**config.mk**
```make
export PLATFORM = sky130hd
export DESIGN_NAME = fft_stage_sequencer_flat
export DESIGN_NICKNAME = d
export VERILOG_FILES = /design/src/rtl/fft_stage_sequencer_if.sv /design/src/rtl/fft_stage_sequencer.sv /design/src/flat_wrapper.sv
export SDC_FILE = /design/constraint.sdc
export NUM_CORES = 1
export LEC_CHECK = 0
export CAP_MARGIN = 10
export CORE_MARGIN = 2
export CORE_UTILIZATION = 45
export CTS_CLUSTER_DIAMETER = 200
export DETAILED_ROUTE_END_ITERATION = 16
export MAX_ROUTING_LAYER = met4
export PLACE_DENSITY = 0.67
export SYNTH_ARGS = -nofsm -noshare
export SYNTH_HDL_FRONTEND = slang
export SYNTH_SLANG_ARGS = --single-unit
```
**constraint.sdc**
```tcl
create_clock -name CLK -period 3.6 [get_ports CLK]
set_input_delay 0.54 -clock CLK [delete_from_list [all_inputs] [get_ports CLK]]
set_output_delay 0.54 -clock CLK [all_outputs]
set_load 0.01 [all_outputs]
```
**src/rtl/fft_stage_sequencer_if.sv**
```systemverilog
// fft_stage_sequencer_if
//   Bundles the request inputs and the address/write-back outputs of the
//   FFT stage sequencer.
//   Request:   start, run_all, stage[3:0]
//   Read side: addr_a, addr_b [N_LOG2-1:0], tw_idx [N_LOG2-2:0], dv
//   Write:     wr_addr_a, wr_addr_b [N_LOG2-1:0], o_we
//   Status:    cur_stage[3:0], busy, done, err
//   master = requester/consumer, slave = the sequencer.
interface fft_stage_sequencer_if #(
  parameter int N_LOG2 = 5
);
  logic              start;
  logic              run_all;
  logic [3:0]        stage;
  logic [N_LOG2-1:0] addr_a;
  logic [N_LOG2-1:0] addr_b;
  logic [N_LOG2-2:0] tw_idx;
  logic              dv;
  logic [N_LOG2-1:0] wr_addr_a;
  logic [N_LOG2-1:0] wr_addr_b;
  logic              o_we;
  logic [3:0]        cur_stage;
  logic              busy;
  logic              done;
  logic              err;

  modport master (
    output start, run_all, stage,
    input  addr_a, addr_b, tw_idx, dv, wr_addr_a, wr_addr_b, o_we,
           cur_stage, busy, done, err
  );

  modport slave (
    input  start, run_all, stage,
    output addr_a, addr_b, tw_idx, dv, wr_addr_a, wr_addr_b, o_we,
           cur_stage, busy, done, err
  );
endinterface

```
**src/rtl/fft_stage_sequencer.sv**
```systemverilog
// fft_stage_sequencer
//   Issues radix-2 butterfly read addresses and twiddle indices for an
//   in-place N = 2^N_LOG2 point FFT, one butterfly per cycle, either for a
//   single stage or for all stages back to back with GAP_CYC idle cycles
//   between stages.  The issued addresses are delayed WR_LAT cycles to form
//   the write-back addresses and write enable.
//   Ports:
//     CLK  - clock, rising edge
//     rst  - synchronous active-high reset
//     bus  - fft_stage_sequencer_if slave modport (request, read addresses,
//            write-back addresses, status)
module fft_stage_sequencer #(
  parameter int N_LOG2  = 5,
  parameter int WR_LAT  = 2,
  parameter int GAP_CYC = 2
) (
  input  logic CLK,
  input  logic rst,
  fft_stage_sequencer_if.slave bus
);

  localparam int KW = N_LOG2 - 1;                 // butterfly counter width
  localparam int BW = 3 * N_LOG2 - 1;             // packed {a, b, tw}
  localparam logic [KW-1:0]     K_LAST     = '1;  // N/2 - 1
  localparam logic [KW-1:0]     K_ONE      = KW'(1);
  localparam logic [N_LOG2-1:0] ONE_N      = N_LOG2'(1);
  localparam logic [3:0]        LAST_STAGE = 4'(N_LOG2 - 1);
  localparam logic [3:0]        GAP_INIT   = 4'(GAP_CYC - 1);

  typedef enum logic [1:0] {IDLE, RUN, GAP, DRAIN} state_t;

  state_t            state_reg;
  logic [KW-1:0]     k_reg;
  logic [3:0]        stage_reg;
  logic              run_all_reg;
  logic [3:0]        gap_reg;
  logic [N_LOG2-1:0] addr_a_reg;
  logic [N_LOG2-1:0] addr_b_reg;
  logic [KW-1:0]     tw_reg;
  logic              dv_reg;
  logic              busy_reg;
  logic              done_reg;
  logic              err_reg;

  logic              we_pipe [WR_LAT];
  logic [N_LOG2-1:0] wa_pipe [WR_LAT];
  logic [N_LOG2-1:0] wb_pipe [WR_LAT];

  logic [3:0] start_stage;
  logic       start_bad;
  logic       pend_early;
  logic       drain_ok;

  // Butterfly k of stage s: the pair (a, a + 2^s) inside group k >> s,
  // twiddle exponent scaled so that stage N_LOG2-1 uses every ROM entry.
  function automatic logic [BW-1:0] bfly(input logic [KW-1:0] k,
                                         input logic [3:0]    s);
    logic [N_LOG2-1:0] half;
    logic [N_LOG2-1:0] pos;
    logic [N_LOG2-1:0] grp;
    logic [N_LOG2-1:0] a;
    logic [N_LOG2-1:0] b;
    logic [N_LOG2-1:0] tw_full;
    logic [3:0]        sh;
    half    = ONE_N << s;
    pos     = N_LOG2'(k) & (half - ONE_N);
    grp     = N_LOG2'(k) >> s;
    a       = (grp << (s + 4'd1)) | pos;
    b       = a + half;
    sh      = 4'(KW) - s;
    tw_full = pos << sh;
    return {a, b, tw_full[KW-1:0]};
  endfunction

  always_comb begin
    start_stage = bus.run_all ? 4'd0 : bus.stage;
    start_bad   = !bus.run_all && (bus.stage > LAST_STAGE);
  end

  // The run may finish once the only write still in flight is the one
  // presented on o_we this cycle.
  always_comb begin
    pend_early = 1'b0;
    for (int i = 0; i < WR_LAT - 1; i++) begin
      pend_early = pend_early | we_pipe[i];
    end
    drain_ok = we_pipe[WR_LAT-1] && !pend_early;
  end

  always_ff @(posedge CLK) begin
    if (rst) begin
      state_reg   <= IDLE;
      k_reg       <= '0;
      stage_reg   <= '0;
      run_all_reg <= 1'b0;
      gap_reg     <= '0;
      addr_a_reg  <= '0;
      addr_b_reg  <= '0;
      tw_reg      <= '0;
      dv_reg      <= 1'b0;
      busy_reg    <= 1'b0;
      done_reg    <= 1'b0;
      err_reg     <= 1'b0;
    end else begin
      done_reg <= 1'b0;
      err_reg  <= 1'b0;
      case (state_reg)
        IDLE: begin
          if (bus.start) begin
            if (start_bad) begin
              err_reg <= 1'b1;
            end else begin
              state_reg   <= RUN;
              busy_reg    <= 1'b1;
              dv_reg      <= 1'b1;
              k_reg       <= '0;
              run_all_reg <= bus.run_all;
              stage_reg   <= start_stage;
              {addr_a_reg, addr_b_reg, tw_reg} <= bfly('0, start_stage);
            end
          end
        end
        RUN: begin
          if (k_reg == K_LAST) begin
            if (!run_all_reg || stage_reg == LAST_STAGE) begin
              state_reg <= DRAIN;
              dv_reg    <= 1'b0;
            end else if (GAP_CYC == 0) begin
              // No bubble: first butterfly of the next stage follows directly.
              stage_reg <= stage_reg + 4'd1;
              k_reg     <= '0;
              {addr_a_reg, addr_b_reg, tw_reg} <= bfly('0, stage_reg + 4'd1);
            end else begin
              state_reg <= GAP;
              dv_reg    <= 1'b0;
              stage_reg <= stage_reg + 4'd1;
              k_reg     <= '0;
              gap_reg   <= GAP_INIT;
            end
          end else begin
            k_reg <= k_reg + K_ONE;
            {addr_a_reg, addr_b_reg, tw_reg} <= bfly(k_reg + K_ONE, stage_reg);
          end
        end
        GAP: begin
          if (gap_reg == 4'd0) begin
            state_reg <= RUN;
            dv_reg    <= 1'b1;
            {addr_a_reg, addr_b_reg, tw_reg} <= bfly('0, stage_reg);
          end else begin
            gap_reg <= gap_reg - 4'd1;
          end
        end
        DRAIN: begin
          if (drain_ok) begin
            state_reg <= IDLE;
            busy_reg  <= 1'b0;
            done_reg  <= 1'b1;
          end
        end
        default: state_reg <= IDLE;
      endcase
    end
  end

  // Write-back pipeline: a plain delay line of the issued read side.
  always_ff @(posedge CLK) begin
    if (rst) begin
      for (int i = 0; i < WR_LAT; i++) begin
        we_pipe[i] <= 1'b0;
        wa_pipe[i] <= '0;
        wb_pipe[i] <= '0;
      end
    end else begin
      we_pipe[0] <= dv_reg;
      wa_pipe[0] <= addr_a_reg;
      wb_pipe[0] <= addr_b_reg;
      for (int i = 1; i < WR_LAT; i++) begin
        we_pipe[i] <= we_pipe[i-1];
        wa_pipe[i] <= wa_pipe[i-1];
        wb_pipe[i] <= wb_pipe[i-1];
      end
    end
  end

  assign bus.addr_a    = addr_a_reg;
  assign bus.addr_b    = addr_b_reg;
  assign bus.tw_idx    = tw_reg;
  assign bus.dv        = dv_reg;
  assign bus.wr_addr_a = wa_pipe[WR_LAT-1];
  assign bus.wr_addr_b = wb_pipe[WR_LAT-1];
  assign bus.o_we      = we_pipe[WR_LAT-1];
  assign bus.cur_stage = stage_reg;
  assign bus.busy      = busy_reg;
  assign bus.done      = done_reg;
  assign bus.err       = err_reg;

endmodule
```
**src/flat_wrapper.sv**
```systemverilog
// flat-port wrapper written by rule: the top's interface ports become plain ports
module fft_stage_sequencer_flat 
#(
  parameter int N_LOG2  = 5,
  parameter int WR_LAT  = 2,
  parameter int GAP_CYC = 2
)
  (CLK, rst, bus_start, bus_run_all, bus_stage, bus_addr_a, bus_addr_b, bus_tw_idx, bus_dv, bus_wr_addr_a, bus_wr_addr_b, bus_o_we, bus_cur_stage, bus_busy, bus_done, bus_err);
  fft_stage_sequencer_if #(.N_LOG2(N_LOG2)) bus_i ();
  input  logic CLK;
  input  logic rst;
  input wire logic [$bits(bus_i.start)-1:0] bus_start;
  input wire logic [$bits(bus_i.run_all)-1:0] bus_run_all;
  input wire logic [$bits(bus_i.stage)-1:0] bus_stage;
  output wire logic [$bits(bus_i.addr_a)-1:0] bus_addr_a;
  output wire logic [$bits(bus_i.addr_b)-1:0] bus_addr_b;
  output wire logic [$bits(bus_i.tw_idx)-1:0] bus_tw_idx;
  output wire logic [$bits(bus_i.dv)-1:0] bus_dv;
  output wire logic [$bits(bus_i.wr_addr_a)-1:0] bus_wr_addr_a;
  output wire logic [$bits(bus_i.wr_addr_b)-1:0] bus_wr_addr_b;
  output wire logic [$bits(bus_i.o_we)-1:0] bus_o_we;
  output wire logic [$bits(bus_i.cur_stage)-1:0] bus_cur_stage;
  output wire logic [$bits(bus_i.busy)-1:0] bus_busy;
  output wire logic [$bits(bus_i.done)-1:0] bus_done;
  output wire logic [$bits(bus_i.err)-1:0] bus_err;
  assign bus_i.start = bus_start;
  assign bus_i.run_all = bus_run_all;
  assign bus_i.stage = bus_stage;
  assign bus_addr_a = bus_i.addr_a;
  assign bus_addr_b = bus_i.addr_b;
  assign bus_tw_idx = bus_i.tw_idx;
  assign bus_dv = bus_i.dv;
  assign bus_wr_addr_a = bus_i.wr_addr_a;
  assign bus_wr_addr_b = bus_i.wr_addr_b;
  assign bus_o_we = bus_i.o_we;
  assign bus_cur_stage = bus_i.cur_stage;
  assign bus_busy = bus_i.busy;
  assign bus_done = bus_i.done;
  assign bus_err = bus_i.err;
  fft_stage_sequencer #(.N_LOG2(N_LOG2), .WR_LAT(WR_LAT), .GAP_CYC(GAP_CYC)) u_core (.CLK(CLK), .rst(rst), .bus(bus_i));
endmodule
```
==> metrics.csv <==
metric;value;unit
RD Place Congestion;0.911;
Syn Area/Cell;8.63;um^2
Antenna diodes;0;
WS Path Type;reg2reg;
synthesized netlist cell count;359;
GR Util met2;28.2;%
cts repair resizes;0;
CTS tree;built;
Final min period;3.36;ns
Worst-Skew Late Latency;0.32;ns
initial antenna violation count;0;
post-DP HPWL;5040;um
CP Launch Point;u_core.k_reg[0];
H-Tree Depth;2;
sequential fraction of the synthesis area;35.6;%
Final Max Tran Viols;0;
area grow syn2layout;15.5;%
die width;87.0;um
Crit Path Max Fanout;6;
HP Class;reg2reg;
Post-Syn Nets;387;
distinct cell type count after synthesis;60;
Via density;5.42;
first drt pass iteration count;4;
GRT Util Overall;19.1;%
initial core utilization;46.1;%
Sink Count;55;
# setup viols final;0;
cts hold-fix bufs;0;
routed vias;2506;
final setup TNS;0;ns
row count;30;
Synth Register Bits;55;
Static Leakage;0.00134;uW
share of cells above drive strength 1;7.59;%
PnR Total Power;2740;uW
asr flop ratio synth;0;%
Cell Pwr Density;765;mW/mm^2
GRT met3 Usage;3.79;%
setup repair bufs after CTS;0;
dominant cell type by area after synthesis;dfxtp_1;
number of flops mapped to enable cells by yosys;0;
Tcrit/Tclk final;93.3;%
wire length per cell;14.6;um
DR DRC count;0;
outcome;finished clean;
vias in the first global route;2213;
DRT iter0 DRCs;112;
CP Launch Type;flip-flop;
first-pass GRT wire length;11100;um
reg-to-reg startpoint;u_core.k_reg[0];
Fin Clk Skew;0.0101;ns
Final ANT Viol Nets;0;
Max Cap Viol;0;
largest net degree at the start of global routing;54;
register area;0.00110;mm^2
fill cell count;626;
grt total ovfl;0;
Slew @ Worst Pin;0.935;ns
post-layout utilization of the core;53.2;%
global-route met1 utilization;26.1;%
max_slew headroom;37.7;%
Yosys top cell area share;35.6;%
Layout Nets;409;
Ys Warns;0;
die area;0.00756;mm^2
worst hold start;u_core.wb_pipe[0][4];
core area;0.00672;mm^2
io pins;41;
Setup crit end kind;flip-flop;
achievable frequency;298;MHz
biggest regs;u_core.wa_pipe x10, u_core.wb_pipe x10;
top_reg_cell synth;dfxtp_1;
TritonCTS buffer count;5;
Multi-input gate area;0.00179;mm^2
die height;87.0;um
final hold vios;0;
Routed Wire Length;6740;um
Max clock buf depth;2;
CTS clk-pin slew, worst paths;0.11;ns
Mapped Area;0.00310;mm^2
VDD IR max;0.000376;V
Req. time, crit path;3.83;ns
CP arrival;3.58;ns
RSZ-0062 raised after global routing;false;
synth top area cells;dfxtp_1, ha_1, nor2b_1, a21oi_1, nor2_1;
Root Buffer;clkbuf_8;
Port Buffers;40;
grt peak-use layer;met2;
-- per-layer routing --
metal	part of all wire, %	routed length [um]
met5	0	0
met4	1.9	125
met2	45	3020
met3	5.1	342
met1	48	3250
-- placed cells by master (no fill, tap or decap), types with 3 or more instances in the layout --
master,instances
a211oi_1,7
a21o_1,3
a21oi_1,25
and2_1,5
buf_4,3
clkbuf_8,5
clkdlybuf4s50_1,39
dfxtp_1,55
ha_1,19
inv_1,13
mux2i_1,4
nand2_1,29
nand2b_1,7
nand3_1,4
nand3b_1,5
nor2_1,33
nor2b_1,26
nor3_1,7
nor3b_1,6
o211ai_1,4
o21a_1,3
o21ai_0,13
o2bb2ai_1,3
or3_1,4
xnor2_1,7
xor2_1,4
-- report_power, final --
part	internal, uW	switching (uW)	leakage [uW]
combinational	617	889	0.000841
clock	210	219	0.0000548
sequential	706	96.6	0.000447
total	1530	1200	0.00134
-- worst max-delay path: stages (launching register included) --
cell     delay, ns
dfxtp_1       0.49
ha_1          0.30
xnor2_1       0.17
o31ai_1       0.12
o21ai_0       0.34
nor2_1        0.10
a21oi_1       0.24
nor2_1        0.07
ha_1          0.22
fa_1          0.41
a21o_1        0.19
a21oi_1       0.17
xnor2_1       0.15
xnor2_1       0.09
o41ai_2       0.20
-- area by class of cell --
class | instances | area share [%]
Timing Repair Buffer | 43 | 11.7
Sequential cell | 55 | 30.8
Clock inverter | 3 | 1.29
Inverter | 13 | 1.36
Multi-Input combinational cell | 263 | 50.2
Tap cell | 80 | 2.80
Clock buffer | 5 | 1.92
-- stage by stage --
step | worst slack, ns | area (um^2) | hold slack [ns] | std cells
4_1_cts | 0.278 | 3580 | 0.448 | 462
6_report | 0.242 | 3580 | 0.443 | 462
2_1_floorplan | 0.546 | 3100 | 0.414 | 359
3_5_place_dp | 0.322 | 3460 | 0.423 | 454
3_3_place_gp | 0.417 | 3460 | 0.416 | 454
5_1_grt | 0.0178 | 3580 | 0.459 | 462
-- synthesized netlist by cell type (2+ instances only) --
cell type,count
and3_1,2
buf_4,11
xnor2_1,7
nand3_1,4
or3_1,4
nor2b_1,26
o41ai_1,2
o2bb2ai_1,3
nand2_1,29
a211oi_2,2
xor2_1,4
a21o_1,3
nor3_1,7
o21bai_1,2
clkbuf_1,11
a31oi_1,2
buf_2,5
nand4_1,2
ha_1,19
a211oi_1,7
nand2b_1,7
o21ai_0,13
and2_1,5
nor2_1,33
a21oi_1,25
nand3b_1,5
o31ai_1,2
mux2_2,2
a21bo_2,2
o41ai_2,2
o21a_1,3
a22oi_1,2
nor3b_1,6
o211ai_1,4
mux2i_1,4
inv_1,13
dfxtp_1,55
o2111a_1,2
-- path summary, 6_finish.rpt --
path	end	slack, ns	cells after the start
setup / recovery	u_core.bus.addr_b[4]	0.24	14
hold / removal	u_core.wb_pipe[0][9]	0.44	1
setup reg to reg	u_core.bus.addr_b[4]	0.24	14
hold reg to reg	u_core.wb_pipe[0][9]	0.44	1
-- logic make-up (layout without fill, tap and decap cells) --
| group | after synthesis | in the layout | share of synthesized area (%) |
|---|---|---|---|
| simple gates | 139 | 139 | 23.6 |
| compound gates | 86 | 86 | 20.4 |
| buf+inv | 41 | 64 | 6.50 |
| fa+ha+maj | 20 | 20 | 8.32 |
| mux | 6 | 6 | 2.02 |
| flops | 55 | 55 | 35.6 |
| xor+xnor | 12 | 12 | 3.64 |
(Power assumes the default switching activity.)
==> edit 1 (config.mk and constraints unchanged) <==
`WR_LAT` is set to 2 in 2 places; all go to 1.
--- a/src/rtl/fft_stage_sequencer.sv
+++ b/src/rtl/fft_stage_sequencer.sv
@@ -11,7 +11,7 @@
 //            write-back addresses, status)
 module fft_stage_sequencer #(
   parameter int N_LOG2  = 5,
-  parameter int WR_LAT  = 2,
+  parameter int WR_LAT  = 1,
   parameter int GAP_CYC = 2
 ) (
   input  logic CLK,
--- a/src/flat_wrapper.sv
+++ b/src/flat_wrapper.sv
@@ -2,7 +2,7 @@
 module fft_stage_sequencer_flat 
 #(
   parameter int N_LOG2  = 5,
-  parameter int WR_LAT  = 2,
+  parameter int WR_LAT  = 1,
   parameter int GAP_CYC = 2
 )
   (CLK, rst, bus_start, bus_run_all, bus_stage, bus_addr_a, bus_addr_b, bus_tw_idx, bus_dv, bus_wr_addr_a, bus_wr_addr_b, bus_o_we, bus_cur_stage, bus_busy, bus_done, bus_err);
Function: changed (a bounded check fails within 4 cycles, from zero or initial values and one cycle with rst high).
==> edit 1 against the unedited design <==
- count of clock-buffer cells in the layout unchanged
- sequential cell count decreased by 11
- synthesized area decreased by 13%
- wire length increased by 1.2%
- critical path depth increased by 2
- cell area decreased by 5.6%
- combinational power increased by 3%
- via count decreased by 2.4%
- clock skew decreased by 0.0023 ns
- first-iteration DRC count increased by 5.4%
- total power decreased by 1.5%
- setup slack got worse by 0.038 ns
- critical path type unchanged
- largest power group unchanged
==> edit 1: results (changes against the unedited design) <==
Parameter                              Value

CTS
  Clock-pin slew on the worst setup and hold paths    0.09 ns (was 0.11 ns)
  Clock latency on the worst-skew pair    0.29 ns (was 0.32 ns)
  Number of buffers inserted during clock tree synthesis    5 (unchanged)
  Number of sinks driven by the clock tree    44 (was 55)

Global routing
  Via count of the first global-routing pass    2,258 (was 2,213)
  First-pass GRT wire length    11,000 um (was 11,100 um)
  Maximum number of pins on one net before global-route repair    21 (was 54)
  GRT Util Overall    0.225 (was 0.191)

Place
  Detail Placement HPWL    5240 um (was 5040 um)
  Worst setup slack before clock tree synthesis    0.157 ns (was 0.322 ns)
  Gpl congestion    0.909 (was 0.911)

Pwr
  VDD IR max    506 uV (was 376 uV)
  Total leakage power    1.34 nW (about the same)

Logic synthesis
  Net count after synthesis    352 (was 387)
  Leading post-synthesis cells by instance count    nor2_1, dfxtp_1, inv_1, nand2_1, ha_1 (was dfxtp_1, nor2_1, nand2_1)
  Cells taking the most area after synthesis    dfxtp_1, ha_1, nor2_1 (was dfxtp_1, ha_1, nor2b_1)
  Sequential fraction of the synthesis area    0.327 (was 0.356)
  Number of different library cells in the post-synthesis netlist    61 (was 60)

Critical path
  Kind of cell adding the most delay to the critical path    adder cells (was compound AO/OA/AOI/OAI gates)
  Cell with the largest stage delay on the worst path    fa_1 (was dfxtp_1)
  Minimum setup slack among reg-to-reg paths    0.20 ns (was 0.24 ns)
  Signal arrival time at the worst endpoint    3.59 ns (was 3.58 ns)
  Largest driver fanout on the critical path    20 (was 6)
  Logic depth of the worst register-to-register path    16 (was 14)

STA
  Min Clock Period, post-route    3.40 ns (was 3.36 ns)
  Worst slew margin relative to its limit    0.578 (was 0.377)

Finish
  Net count of the finished layout    397 (was 409)

Run status
  Result of the run    finished clean (unchanged)

Drt
  Vias per inst    5.50 (was 5.42)
  Iter 0 DRT Violations    118 (was 112)
edit 1: cell count changes after synthesis, sizes merged, moves of 9 or more:
cell / unedited run / this run
a21oi: 26 / 17
buf: 17 / 5
dfxtp: 55 / 44
nor2: 34 / 45
nor2b: 26 / 13
edit 1: worst paths after layout:
check,start,endpoint
max,u_core.bus.cur_stage[0],u_core.bus.addr_b[4]
min,u_core.bus.addr_b[3],u_core.wb_pipe[0][3]
max reg2reg,u_core.bus.cur_stage[0],u_core.bus.addr_b[4]
min reg2reg,u_core.bus.addr_b[3],u_core.wb_pipe[0][3]
edit 1: power by group:
group | internal, W | switching [W] | total (W)
combinational | 0.000666 | 0.000896 | 0.00156
sequential | 0.000566 | 0.0000538 | 0.000620
clock | 0.000347 | 0.000168 | 0.000515
edit 1: cells by family (layout without fill, tap and decap cells):
group                    count (synthesis)  after routing  synth area share
AO/OA/AOI/OAI                           82             82             0.214
XOR/XNOR                                11             11            0.0357
adder cells (fa/ha/maj)                 20             20            0.0956
buffers and inverters                   37             83            0.0659
flip-flops                              44             44             0.327
multiplexers                             7              7            0.0279
AND/OR/NAND/NOR                        123            123             0.234
edit 1: through the flow:
step / instances / cell area (sq um) / utilization / hold WS, ns
floorplan: 324 / 2700 / - / 0.461
global placement: 437 / 3200 / 0.546 / 0.455
detailed placement: 437 / 3200 / 0.546 / 0.461
CTS: 445 / 3350 / 0.573 / 0.474
global route: 445 / 3380 / 0.577 / 0.502
finish: 445 / 3380 / 0.577 / 0.471
edit 1: layer usage:
layer / GRT usage / part of all wire
met5: - / 0
met4: 0.0559 / 0.014
met3: 0.0344 / 0.056
met2: 0.380 / 0.49
met1: 0.281 / 0.44
edit 1: area by class of cell:
cell class | count | area (sq um)
clock buffers | 5 | 68.8
repair buffers | 54 | 505
multi-input cells | 243 | 1660
clock inverters | 3 | 90.1
inverters | 21 | 78.8
well taps | 75 | 93.8
fillers | 540 | 2470
flip-flops and latches | 44 | 881
edit 1: worst register-to-register path, stage by stage (launching register included):
cell	delay (ns)
dfxtp_1	0.31
buf_4	0.20
ha_1	0.22
ha_1	0.31
inv_1	0.11
a21oi_4	0.17
a31oi_1	0.15
nor2_1	0.11
ha_1	0.17
inv_1	0.05
fa_1	0.39
nand2b_1	0.16
a21oi_1	0.15
xnor2_1	0.16
nor4b_1	0.10
a221o_1	0.36
o21a_1	0.20
==> edit 2 (same flow settings) <==
Without the edit above. The 4 states of `state_t` get a one-hot encoding in 4 bits.
--- a/src/rtl/fft_stage_sequencer.sv
+++ b/src/rtl/fft_stage_sequencer.sv
@@ -27,7 +27,7 @@
   localparam logic [3:0]        LAST_STAGE = 4'(N_LOG2 - 1);
   localparam logic [3:0]        GAP_INIT   = 4'(GAP_CYC - 1);
 
-  typedef enum logic [1:0] {IDLE, RUN, GAP, DRAIN} state_t;
+  typedef enum logic [3:0] {IDLE = 4'b0001, RUN = 4'b0010, GAP = 4'b0100, DRAIN = 4'b1000} state_t;
 
   state_t            state_reg;
   logic [KW-1:0]     k_reg;
Behaviour: no difference found for any inputs over 10 cycles, from zero or initial values and one cycle with rst high; not proved beyond that.
==> edit 2 against the unedited design <==
- die area is 2.1% lower
- wire length increased by 4.2%
- cell area increased by 2.7%
- synthesized area decreased by 2.2%
- setup slack gained 0.022 ns
- sequential cell count up 2
- sequential share of layout area increased by 0.27 points
Power is not compared: it rests on default switching activity, and its combinational part moved more than twofold at a synthesized area within 25%.
==> edit 2: results (changes against the unedited design) <==
Parameter                              Value

Finish
  Net count of the finished layout    420 (was 409)
  Ratio of cells with drive above 1 in the final layout    0.0977 (was 0.0759)
  Filler-free cell count of the finished design    476 (was 462)

Global routing
  Maximum number of pins on one net before global-route repair    28 (was 54)
  GRT met3 Usage    0.0654 (was 0.0379)
  First-pass GRT wire length    12,100 um (was 11,100 um)
  Number of antenna violations at the first check in global routing    0 (unchanged)
  GRT Util Overall    0.216 (was 0.191)
  Met2 routing resource usage after global routing    0.316 (was 0.282)
  Via count of the first global-routing pass    2,491 (was 2,213)

Place
  Detail Placement HPWL    5260 um (was 5040 um)
  Gpl congestion    0.937 (was 0.911)
  Worst setup slack before clock tree synthesis    0.170 ns (was 0.322 ns)
  Placed Instances    462 (was 454)

Worst hold path
  Hold path start    u_core.wb_pipe[0][2] (was u_core.wb_pipe[0][4])
  Path category of the worst min-delay check    register to register (unchanged)

CTS
  Clock-pin slew on the worst setup and hold paths    0.07 ns (was 0.11 ns)
  Max clock buf depth    2 (unchanged)
  Number of buffers inserted during clock tree synthesis    9 (was 5)
  H-tree levels    3 (was 2)
  CTS root buf    clkbuf_8 (unchanged)

Logic synthesis
  Leading post-synthesis cells by instance count    dfxtp_1, nor2_1, nand2_1, nor2b_1, a21oi_1 (was dfxtp_1, nor2_1, nand2_1)
  Net count after synthesis    385 (was 387)
  Sequential fraction of the synthesis area    0.377 (was 0.356)
  Cells taking the most area after synthesis    dfxtp_1, ha_1, nor2_1 (was dfxtp_1, ha_1, nor2b_1)
  Asr flop ratio synth    0 (unchanged)
  Synthesized instance count    361 (was 359)
  Number of different library cells in the post-synthesis netlist    52 (was 60)

STA
  Worst Skew    0.0104 ns (was 0.0101 ns)

Run status
  Result of the run    finished clean (unchanged)

Drt
  Iter 0 DRT Violations    130 (was 112)
  Mean routed wirelength per cell    14.8 um (was 14.6 um)

Critical path
  Signal arrival time at the worst endpoint    3.56 ns (was 3.58 ns)
  Timing startpoint of the critical path    u_core.bus.cur_stage[0] (was u_core.k_reg[0])
==> edit 2: critical path, stage by stage, from the launching register on <==
cell and delay [ns]:
dfxtp_1 0.33, ha_1 0.20, ha_1 0.32, or3b_4 0.42, nor2_2 0.11, a31oi_1 0.12
nor2_1 0.11, ha_1 0.17, inv_1 0.06, fa_1 0.37, nand2b_1 0.18, a21oi_1 0.16
xnor2_1 0.12, or4_1 0.39, and3_1 0.17
==> edit 2: per-stage QoR <==
stage / area, sq um / util / hold slack [ns]
after floorplan: 3030 / - / 0.414
after global placement: 3460 / 0.539 / 0.417
after detailed placement: 3460 / 0.539 / 0.428
after CTS: 3650 / 0.568 / 0.441
after global routing: 3670 / 0.572 / 0.449
final: 3670 / 0.572 / 0.436
==> edit 2: cells by family (layout without fill, tap and decap cells) <==
group	Yosys count	after routing	synth area share
simple gates	160	160	0.290
compound gates	78	78	0.168
flops	57	57	0.377
buf+inv	38	76	0.0599
fa+ha+maj	16	16	0.0686
xor+xnor	9	9	0.0260
mux	3	3	0.0103
==> edit 2: final cells by class <==
type                            count  area (sq um)
Fill cell                         573          2750
Timing Repair Buffer               50           479
Clock buffer                       10           138
Tap cell                           77          96.3
Multi-Input combinational cell    266          1730
Clock inverter                      4          45.0
Inverter                           12          45.0
Sequential cell                    57          1140
==> edit 2: power by group <==
part,total (W),switching (W),internal [W]
registers,0.000751,0.0000487,0.000702
logic,0.000699,0.000372,0.000328
clock network,0.000566,0.000240,0.000327
==> edit 2: metal layers <==
layer  part of all wire  wire (um)
met1               0.48       3380
met3              0.060        421
met5                  0          0
met2               0.44       3120
met4              0.015        108
==> edit 2: repair_timing <==
action                                  4_1_cts  5_1_grt
endpoints found under the setup margin        0        1
hold buffers                                  0        0
resized for setup                             0        7
==> edit 2: worst paths after layout <==
kind	to	slack, ns	cells after the start
max reg2reg	u_core.bus.addr_b[4]	0.26	14
min reg2reg	u_core.wb_pipe[0][7]	0.44	1
min	u_core.wb_pipe[0][7]	0.44	1
max	u_core.bus.addr_b[4]	0.26	14
